--- config.mk ---
export PLATFORM = sky130hd
export DESIGN_NAME = seq_mult4
export DESIGN_NICKNAME = d
export VERILOG_FILES = /design/src/rtl/dsd_pkg.sv /design/src/rtl/nibble_adder.sv /design/src/rtl/seq_mult4.sv
export SDC_FILE = /design/constraint.sdc
export NUM_CORES = 1
export LEC_CHECK = 0
export ABC_AREA = 1
export CAP_MARGIN = 20
export CORE_MARGIN = 2
export CORE_UTILIZATION = 40
export CTS_BUF_LIST = sky130_fd_sc_hd__clkbuf_8 sky130_fd_sc_hd__clkbuf_16
export DETAILED_ROUTE_END_ITERATION = 7
export SLEW_MARGIN = 20
export SYNTH_ARGS = -nofsm -noshare
export SYNTH_HDL_FRONTEND = slang
export SYNTH_SLANG_ARGS = --single-unit
--- constraint.sdc ---
create_clock -name clk -period 2.8 [get_ports clk]
set_input_delay 0.56 -clock clk [delete_from_list [all_inputs] [get_ports clk]]
set_output_delay 0.56 -clock clk [all_outputs]
set_load 0.005 [all_outputs]
--- src/rtl/dsd_pkg.sv ---
// Shared definitions for the lab datapath: controller states and default operand width.
package dsd_pkg;

    localparam int unsigned DEFAULT_WIDTH = 4;

    typedef enum logic [1:0] {
        IDLE = 2'd0,
        RUN  = 2'd1,
        DONE = 2'd2
    } state_t;

endpackage

--- src/rtl/nibble_adder.sv ---
// WIDTH-bit ripple-carry adder assembled from per-bit full-adder cells.
module nibble_adder
    import dsd_pkg::*;
#(
    parameter int unsigned WIDTH = DEFAULT_WIDTH
) (
    input  logic             cin,
    input  logic [WIDTH-1:0] x,
    input  logic [WIDTH-1:0] y,
    output logic             cout,
    output logic [WIDTH-1:0] s
);

    logic [WIDTH:0] c;

    assign c[0] = cin;

    for (genvar i = 0; i < WIDTH; i++) begin : g_fa
        assign s[i]   = x[i] ^ y[i] ^ c[i];
        assign c[i+1] = (x[i] & y[i]) | (c[i] & (x[i] ^ y[i]));
    end

    assign cout = c[WIDTH];

endmodule

--- src/rtl/seq_mult4.sv ---
// Shift-and-add unsigned multiplier: one partial-product add per cycle through a
// ripple-carry adder, 2*WIDTH-bit product delivered with a one-cycle done pulse.
module seq_mult4
    import dsd_pkg::*;
#(
    parameter int unsigned WIDTH = DEFAULT_WIDTH
) (
    input  logic               clk,
    input  logic               rst,
    input  logic               start,
    input  logic [WIDTH-1:0]   a,
    input  logic [WIDTH-1:0]   b,
    output logic               busy,
    output logic               done,
    output logic [2*WIDTH-1:0] product
);

    localparam int unsigned CNT_W = $clog2(WIDTH);
    localparam int unsigned PW    = 2 * WIDTH;

    state_t           state;
    logic [WIDTH-1:0] acc;
    logic [WIDTH-1:0] mq;
    logic [WIDTH-1:0] mcand;
    logic [CNT_W-1:0] cnt;
    logic [WIDTH-1:0] addend;
    logic [WIDTH-1:0] sum;
    logic             carry;
    logic [PW-1:0]    step;

    assign addend = mq[0] ? mcand : '0;

    nibble_adder #(.WIDTH(WIDTH)) u_add (
        .cin  (1'b0),
        .x    (acc),
        .y    (addend),
        .cout (carry),
        .s    (sum)
    );

    // Carry lands in the top bit, so the full-scale product never overflows.
    assign step = {carry, sum, mq[WIDTH-1:1]};

    always_ff @(posedge clk) begin
        if (rst) begin
            state   <= IDLE;
            busy    <= 1'b0;
            done    <= 1'b0;
            product <= '0;
            acc     <= '0;
            mq      <= '0;
            mcand   <= '0;
            cnt     <= '0;
        end else begin
            case (state)
                IDLE: begin
                    done <= 1'b0;
                    if (start) begin
                        mcand <= a;
                        mq    <= b;
                        acc   <= '0;
                        cnt   <= '0;
                        busy  <= 1'b1;
                        state <= RUN;
                    end
                end
                RUN: begin
                    acc <= step[PW-1:WIDTH];
                    mq  <= step[WIDTH-1:0];
                    cnt <= cnt + CNT_W'(1);
                    if (cnt == CNT_W'(WIDTH - 1)) begin
                        product <= step;
                        busy    <= 1'b0;
                        done    <= 1'b1;
                        state   <= DONE;
                    end
                end
                DONE: begin
                    done  <= 1'b0;
                    state <= IDLE;
                end
                default: begin
                    busy  <= 1'b0;
                    done  <= 1'b0;
                    state <= IDLE;
                end
            endcase
        end
    end

endmodule

==> results.md, run 1 <==
- Final WL: 2200 µm
- Wire per inst: 10.1 µm
- Crit Reg-Reg Startpoint: mq[0]
- Final period utilization: 0.785
- Core area: 2810 µm²
- Fillers: 276
- Critical path class: flip-flop to flip-flop
- Clock group share of total power: 0.391
- Adder-Cell Fraction of Synth Area: 0.0704
- Vias per inst: 4.59
- Leakage: 0.651 nW
- Failing checks: design-rule violations
- Reg2Reg Setup Slack: 600 ps
- H-tree depth: 1
- Worst Hold Depth: 2
- Cell Chain, Critical Path: nand2_1, inv_1, ha_1, inv_1, fa_1, fa_1, fa_1, nand2_1, nand2_1, nor2_1
- Post-synthesis sequential area ratio: 0.431
- Placed inst area: 1430 µm²
- Vias in the first global route: 901
- Hold Violations, Final: 0
- Cell internal pwr: 0.613 mW
- Final RePlAce weighted congestion: 0.820
- Pwr Density: 527 nW/µm²
- P_sw: 0.177 mW
- Cells after Synth: 166
- WP buf/inv: 2
- Xor/xnor share of the synthesized area: 0
- Largest net degree at the start of global routing: 16
- Synth Area in Compound Gates: 0.0663
- Largest family of logic cells by synthesized area: simple AND/OR/NAND/NOR gates
- Post-Synth Simple-Gate Area: 0.325
- Seq pwr share: 0.504
- Pre-antenna DRT Iters: 6
- Layout cell share with drive strength beyond 1: 0.0802
- Min-Delay Path Class: flip-flop to flip-flop
- Worst clock skew: 8.04 ps
- Post-cts sizing count: 0
- Area of the mapped netlist: 1210 µm²
- Fin crit period: 2200 ps
- Clk pin slew, worst setup/hold paths: 90 ps
- CP max stage cell: fa_1
- Synth top area share: 0.431
- Synth warn: 0
- Endpoint, Worst Hold: product[0]
- Worst slew pin tran: 410 ps
- Fin nets: 204
- Number of diodes: 0
- CP endpoint kind: flip-flop
- Crit path max-delay family: adder cells
- Yosys reg bits: 26
- Setup-failing EPs final: 0
- Initial DRC Count: 25
- Peak supply drop: 0.000266 V
- Fmax: 0.455 GHz
- CTS tree: built
- Setup TNS: 0 ps
- Critical Path AT: 2370 ps
- CTS max path bufs: 2
- Initial Util: 0.431
- Worst reg2reg endpoint: product[6]
- Largest area contributor in the netlist: dfxtp_1
- Die area: 3480 µm²
- Post-route ant nets: 0
- Fin area: 1500 µm²
- Hold Buf Count CTS: 0
- Slew Limit Headroom: 0.727
- Die Wd: 59.0 µm
- Final Util: 0.534
- Clock Sinks: 26
- Slowest cell delay on critical path: 510 ps
- Clk_lat worst skew: 270 ps
- Post-CTS Setup Repair Bufs: 0
- Die Ht: 59.0 µm
- GRT overflow: 0
- Max-slew violations: 0
- Switching Fraction: 0.224
- Max Cap Viol: 0
- Num rows: 19
- Post-synthesis net count: 182
- Antenna violations before repair: 0
- Unrepaired setup endpoints after global routing: no
- WP data required: 2970 ps
- Global-route wire length before repair: 3740 µm
- Placed wire-length estimate: 1670 µm
- Average cell area after synthesis: 7.28 µm²
- DRC errors left: 3
- Hold Startpoint: product[0]
- Mux contribution to synthesized area: 0
- CP Launch Type: flip-flop
- GRT Util Overall: 0.140
- Area Overhead vs Synth: 23.9%
- Part of the power in combinational logic: 0.105
- Root Driver: clkbuf_8
- Crit-path max FO: 5
- IO Port Bufs: 20
- Ranking of synthesized cells by area: dfxtp_1, nand2_1, nor2_1
- Reg2Reg Depth: 10
- Total CTS buffers: 3
- Routed vias: 1,001
- I/O Pins: 21
- Unique masters post-synth: 19
- Status: finished with violations
-- cells in the final DEF (no fill, tap or decap), drive strengths merged --
| cell type | n |
|---|---|
| buf | 1 |
| fa | 3 |
| nor2 | 31 |
| ha | 2 |
| dfxtp | 26 |
| clkbuf | 3 |
| clkdlybuf4s50 | 20 |
| nand3 | 13 |
| o21ai | 11 |
| nand2 | 47 |
| bufinv | 1 |
| a21oi | 2 |
| inv | 27 |
-- per-layer routing --
metal,up-vias,track usage,routed length [µm]
met1,439,0.185,1110
met3,2,0.0218,100
met2,19,0.227,973
met5,-,0,0
met4,0,0.0584,13
li1,541,-,-
-- registers in the layout (all words and copies together), names as in the netlist --
signal	flops
state	2
mq	4
done	1
busy	1
acc	4
mcand	4
cnt	2
product	8
-- cells in the mapped netlist, drive strengths merged --
cell    n
a21oi   2
buf     4
dfxtp  26
fa      3
ha      2
inv    27
nand2  47
nand3  13
nor2   31
o21ai  11
-- layout make-up --
class,count,area [µm²],share of cell area
Clock buffer,3,41.3,0.0276
Clock inverter,1,30.0,0.0201
Multi-Input combinational cell,109,558,0.373
Inverter,27,101,0.0677
Sequential cell,26,520,0.348
Timing Repair Buffer,21,208,0.139
Tap cell,31,38.8,0.0259
-- logic make-up after synthesis --
family	count (synthesis)
simple gates	91
buf+inv	31
flops	26
compound gates	13
fa+ha+maj	5
-- through the flow --
step / hold WS (ps) / total power, mW / cells / setup slack, ps
3_5_place_dp: 467 / 0.490 / 214 / 610
5_1_grt: 493 / 0.824 / 218 / 454
2_1_floorplan: 442 / 0.462 / 166 / 697
3_3_place_gp: 453 / 0.488 / 214 / 651
6_report: 474 / 0.790 / 218 / 602
4_1_cts: 481 / 0.800 / 218 / 588
-- how the worst max path moves through the flow --
stage	start	end	slack, ps	depth (start not counted)
final	mq[0]	product[6]	600	10
after CTS	mq[0]	product[6]	590	10
after global routing	mq[0]	product[6]	450	10
after global placement	mq[0]	product[6]	650	10
after floorplan	mq[0]	product[6]	700	10
after detailed placement	mq[0]	product[6]	610	10
-- worst register-to-register path, delay by kind of cell (launching register included) --
family / cells / cell delay, ps
fa+ha+maj: 4 / 1390
flops: 1 / 400
simple gates: 4 / 220
buf+inv: 2 / 100
-- power by group through the flow --
stage	clock network, mW	logic, mW	registers, mW
6_report	0.309	0.0829	0.398
5_1_grt	0.329	0.0942	0.401
4_1_cts	0.318	0.0836	0.398
3_5_place_dp	0	0.0833	0.407
3_3_place_gp	0	0.0820	0.406
2_1_floorplan	0	0.0605	0.401
(Power assumes the default switching activity.)
==> inputs of run 2 (changes only) <==
==> constraint.sdc (replaced) <==
create_clock -name clk -period 2.2 [get_ports clk]
set_input_delay 0.44 -clock clk [delete_from_list [all_inputs] [get_ports clk]]
set_output_delay 0.44 -clock clk [all_outputs]
set_load 0.005 [all_outputs]
==> run 2 against run 1 <==
Compared with the run above:
- the run still ends with design-rule violations left
- global-route usage grew 0.42 points
- first-iteration DRC count is 44% higher
- maximum frequency increased by 6.9%
- hold slack got worse by 2.3 ps
- clock-buffer cell count grew 1
- sequential share of layout area is 0.087 points lower
- setup slack lost 460 ps
- die area unchanged
- critical path depth unchanged
- sequential cell count stayed put
- cell area increased by 0.25%
- critical path type unchanged
==> results.md, run 2 (same netlist as run 1, synthesis figures left out) <==
- GRT Util Overall: 0.144 (+0.00425)
- Clk pin slew, worst setup/hold paths: 90 ps (about the same)
- Setup-failing EPs final: 0 (unchanged)
- Core area: 2810 µm² (unchanged)
- Fin nets: 206 (+0.98%)
- Wire per inst: 10.4 µm (+3.0%)
- Clk_lat worst skew: 260 ps (about the same)
- Pwr Density: 612 nW/µm² (+16%)
- Critical Path AT: 2230 ps (-140 ps)
- Post-route ant nets: 0 (unchanged)
- Max Cap Viol: 0 (unchanged)
- Most flops, register: product
- Final WL: 2290 µm (+4.0%)
- Status: finished with violations
- Setup TNS: 0 ps (unchanged)
- Die Ht: 59.0 µm (unchanged)
- Crit-path max FO: 2 (-3)
- Die area: 3480 µm² (unchanged)
- Placed wire-length estimate: 1740 µm (+3.8%)
- Antenna violations before repair: 0 (unchanged)
- Vias in the first global route: 892 (-1.0%)
- Layout cell share with drive strength beyond 1: 0.101 (+0.0203)
- Die Wd: 59.0 µm (unchanged)
- Initial DRC Count: 36 (+44%)
- Initial Util: 0.431 (unchanged)
- Most frequent cells in the layout: nand2_1, nor2_1, dfxtp_1
- Max-slew violations: 0 (unchanged)
- CTS max path bufs: 2 (unchanged)
- Area Overhead vs Synth: 24.2%
- Fin crit period: 2060 ps (-143 ps)
- GRT overflow: 0 (unchanged)
- Part of the power in combinational logic: 0.121 (+0.016)
- P_sw: 0.219 mW (+24%)
- Leakage: 0.657 nW (+0.83%)
- Number of diodes: 0 (unchanged)
- Clock group share of total power: 0.329 (-0.062)
- I/O Pins: 21 (unchanged)
- Total CTS buffers: 3 (unchanged)
- Final RePlAce weighted congestion: 0.828 (+0.93%)
- Critical path class: flip-flop to flip-flop
- Fmax: 0.487 GHz (+6.9%)
- Fillers: 285 (+3.3%)
- Worst slew pin tran: 395 ps (-15.0 ps)
- IO Port Bufs: 20 (unchanged)
- H-tree depth: 1 (unchanged)
- DRC errors left: 3 (unchanged)
- Failing checks: design-rule violations
- Num rows: 19 (unchanged)
- Root Driver: clkbuf_8
- Seq pwr share: 0.550 (+0.046)
- Switching Fraction: 0.238 (+0.0144)
- Worst clock skew: 1.71 ps (-6.33 ps)
- Slew Limit Headroom: 0.736 (+0.00933)
- Cell internal pwr: 0.700 mW (+14%)
- Vias per inst: 4.53 (-1.4%)
- Hold Buf Count CTS: 0 (unchanged)
- Placed inst area: 1440 µm² (+1.1%)
- Routed vias: 996 (-0.50%)
- Unrepaired setup endpoints after global routing: no
- Final period utilization: 0.934 (+0.149)
- WP data required: 2370 ps (-600 ps)
- CTS tree: built
- Hold Violations, Final: 0 (unchanged)
- Min-Delay Path Class: flip-flop to flip-flop
- Global-route wire length before repair: 3850 µm (+3.0%)
- Number of flip-flops in the largest register: 8 (unchanged)
- Largest net degree at the start of global routing: 15 (-1)
- CP endpoint kind: flip-flop
- Pre-antenna DRT Iters: 6 (unchanged)
- CP Launch Type: flip-flop
- Fin area: 1500 µm² (+0.25%)
- Clock Sinks: 26 (unchanged)
- Peak supply drop: 0.000262 V (-1.4%)
- Commonest non-fill, non-tap cell in the layout: nand2_1
run 2: area by class of cell:
cell class,count,area [µm²],area share
sequential,26,520,0.347
tap,31,38.8,0.0258
timing repair buffer,23,223,0.148
clock buffer,4,55.1,0.0367
inverter,27,101,0.0675
multi-input combinational,109,563,0.375
run 2: critical path, stage by stage (launching register included):
cell,delay (ps)
dfxtp_1,330
nand2_1,50
inv_1,50
ha_1,120
inv_1,50
fa_2,340
fa_2,370
fa_1,500
nand2_1,60
nand2_1,60
nor2_1,30
run 2: worst paths after layout:
check                             from  cells after the start  slack, ps         end
worst min-delay path            cnt[1]                      2        470      cnt[1]
worst min register to register  cnt[1]                      2        470      cnt[1]
worst max register to register   mq[0]                     10        140  product[6]
worst max-delay path             mq[0]                     10        140  product[6]
run 2: layer usage:
layer / vias up / wire length [µm] / share of wire / global-route usage
met5: - / 0 / 0 / 0
met4: 0 / 15 / 0.0066 / 0.0519
met2: 25 / 1100 / 0.48 / 0.235
met3: 2 / 105 / 0.046 / 0.0306
met1: 423 / 1070 / 0.47 / 0.189
li1: 546 / - / - / -
run 2: power groups by stage:
stage                     Combinational [mW]  Sequential (mW)  Clock [mW]
after global routing                   0.125            0.509       0.335
after CTS                              0.112            0.506       0.315
final                                  0.111            0.506       0.302
after global placement                 0.109            0.516           0
after detailed placement               0.111            0.517           0
after floorplan                       0.0770            0.511           0
run 2: per-stage QoR:
stage / hold WS [ps] / total power, mW / utilization / std cells / worst slack (ps)
floorplan: 442 / 0.588 / - / 166 / 96.6
global placement: 456 / 0.625 / 0.514 / 216 / 117
detailed placement: 463 / 0.627 / 0.514 / 216 / 81.2
CTS: 478 / 0.933 / 0.533 / 220 / 67.1
global route: 495 / 0.968 / 0.535 / 220 / 18.8
finish: 471 / 0.919 / 0.535 / 220 / 145
run 2: repair_timing:
action / CTS / global route
setup buffers: 0 / 0
setup endpoints to repair: 0 / 1
hold endpoints to repair: 0 / 0
resized for setup: 0 / 2
==> inputs of run 3 (changes only) <==
--- a/config.mk
+++ b/config.mk
@@ -11,6 +11,7 @@
 export CORE_UTILIZATION = 40
 export CTS_BUF_LIST = sky130_fd_sc_hd__clkbuf_8 sky130_fd_sc_hd__clkbuf_16
 export DETAILED_ROUTE_END_ITERATION = 7
+export RECOVER_POWER = 50
 export SLEW_MARGIN = 20
 export SYNTH_ARGS = -nofsm -noshare
 export SYNTH_HDL_FRONTEND = slang
==> run 3 against run 2 <==
Compared with the run above:
- largest power group unchanged
- first-iteration DRC count grew 31%
- cell count did not move
- the flow still finishes with violations (design-rule violations)
- clock skew up 2.2 ps
- critical endpoint unchanged
- non-clock buffer count is the same
- largest cell class unchanged
- core utilization decreased by 0.94 points
==> results.md, run 3 (same netlist as run 1, synthesis figures left out) <==
- Commonest non-fill, non-tap cell in the layout: nand2_1
- Most flops, register: product
- CTS tree: built
- Setup TNS: 0 ps (unchanged)
- Placed inst area: 1440 µm² (unchanged)
- Number of flip-flops in the largest register: 8 (unchanged)
- CP endpoint kind: flip-flop
- Hold Violations, Final: 0 (unchanged)
- Slew Limit Headroom: 0.345 (-0.390)
- Crit path max-delay family: adder cells
- Clk_lat worst skew: 260 ps (about the same)
- Placed wire-length estimate: 1740 µm (unchanged)
- Global-route wire length before repair: 3850 µm (unchanged)
- WP buf/inv: 2 (unchanged)
- Status: finished with violations
- Pwr Density: 621 nW/µm² (+1.4%)
- IO Port Bufs: 20 (unchanged)
- Fin area: 1480 µm² (-1.8%)
- Post-route ant nets: 0 (unchanged)
- Largest net degree at the start of global routing: 15 (unchanged)
- Post-CTS Setup Repair Bufs: 0 (unchanged)
- Worst reg2reg endpoint: product[6]
- Initial DRC Count: 47 (+31%)
- CP max stage cell: fa_1
- Most used cell, CP: nand2_1
- Die Ht: 59.0 µm (unchanged)
- Critical Path AT: 2230 ps (about the same)
- Num rows: 19 (unchanged)
- Wire per inst: 10.4 µm (-0.26%)
- Hold Buf Count CTS: 0 (unchanged)
- Antenna violations before repair: 0 (unchanged)
- Final RePlAce weighted congestion: 0.828 (unchanged)
- Setup-failing EPs final: 0 (unchanged)
- Worst slew pin tran: 975 ps (+581 ps)
- Die Wd: 59.0 µm (unchanged)
- Layout cell share with drive strength beyond 1: 0.0794 (-0.0212)
- Pre-antenna DRT Iters: 6 (unchanged)
- Vias per inst: 4.52 (-0.20%)
- Final WL: 2280 µm (-0.26%)
- Clock Sinks: 26 (unchanged)
- Reg2Reg Depth: 10 (unchanged)
- Worst Hold Depth: 2 (unchanged)
- Vias in the first global route: 892 (unchanged)
- Die area: 3480 µm² (unchanged)
- Routed vias: 994 (-0.20%)
- Crit Reg-Reg Startpoint: mq[0]
- Fin crit period: 2060 ps (-0.254 ps)
- Most frequent cells in the layout: nand2_1, nor2_1, dfxtp_1
- DRC errors left: 3 (unchanged)
- Total CTS buffers: 3 (unchanged)
- Total power: 0.916 mW (-0.39%)
- Reg2Reg Setup Slack: 140 ps (about the same)
- Leakage: 0.640 nW (-2.6%)
- Max Cap Viol: 0 (unchanged)
- Core area: 2810 µm² (unchanged)
- Number of diodes: 0 (unchanged)
- WP data required: 2370 ps (about the same)
- GRT overflow: 0 (unchanged)
- Slowest cell delay on critical path: 500 ps (about the same)
- Worst clock skew: 3.87 ps (+2.16 ps)
- Failing checks: design-rule violations
- Endpoint, Worst Hold: cnt[1]
- Fin nets: 206 (unchanged)
- Critical path class: flip-flop to flip-flop
- Clk pin slew, worst setup/hold paths: 90 ps (about the same)
- H-tree depth: 1 (unchanged)
- Hold Startpoint: cnt[1]
- CP Launch Type: flip-flop
- CTS max path bufs: 2 (unchanged)
- Fmax: 0.487 GHz (about the same)
- Post-cts sizing count: 0 (unchanged)
- GRT Util Overall: 0.144 (unchanged)
- Cell Chain, Critical Path: nand2_1, inv_1, ha_1, inv_1, fa_2, fa_2, fa_1, nand2_1, nand2_1, nor2_1
- Max-slew violations: 0 (unchanged)
- Peak supply drop: 0.000262 V (about the same)
- Min-Delay Path Class: flip-flop to flip-flop
- Unrepaired setup endpoints after global routing: no
- Area Overhead vs Synth: 22.0%
- Root Driver: clkbuf_8
- I/O Pins: 21 (unchanged)
- Crit-path max FO: 2 (unchanged)
- Initial Util: 0.431 (unchanged)
- Final period utilization: 0.934 (about the same)
-- run 3: worst max path at each step --
stage,start,endpoint,depth (start not counted)
6_report,mq[0],product[6],10
5_1_grt,mq[0],product[6],10
4_1_cts,mq[0],product[6],10
3_5_place_dp,mq[0],product[6],10
3_3_place_gp,mq[0],product[6],10
2_1_floorplan,mq[0],product[6],10
-- run 3: report_power, final --
group | internal (mW) | switching (mW)
logic | 0.0478 | 0.0578
clock network | 0.160 | 0.145
registers | 0.490 | 0.0147
-- run 3: worst reg2reg max path: cells and delay by family, from the launching register on --
kind	cells	cell delay, ps
fa+ha+maj	4	1330
flops	1	330
simple gates	4	200
buf+inv	2	100
-- run 3: per-layer routing --
| layer | wire length (µm) | vias up | track usage |
|---|---|---|---|
| li1 | - | 545 | - |
| met2 | 1080 | 23 | 0.235 |
| met3 | 105 | 2 | 0.0306 |
| met1 | 1080 | 424 | 0.189 |
| met5 | 0 | - | 0 |
| met4 | 15 | 0 | 0.0519 |
-- run 3: cell type report --
class | instances | area, µm²
Tap cell | 31 | 38.8
Multi-Input combinational cell | 109 | 537
Sequential cell | 26 | 520
Timing Repair Buffer | 23 | 223
Inverter | 27 | 101
Fill cell | 290 | 1330
Clock buffer | 4 | 55.1
-- run 3: through the flow --
stage	hold WS, ps	setup slack, ps	util	cells
global placement	456	117	0.514	216
CTS	478	67.1	0.533	220
detailed placement	463	81.2	0.514	216
floorplan	442	96.6	-	166
finish	472	145	0.526	220
global route	495	18.3	0.526	220
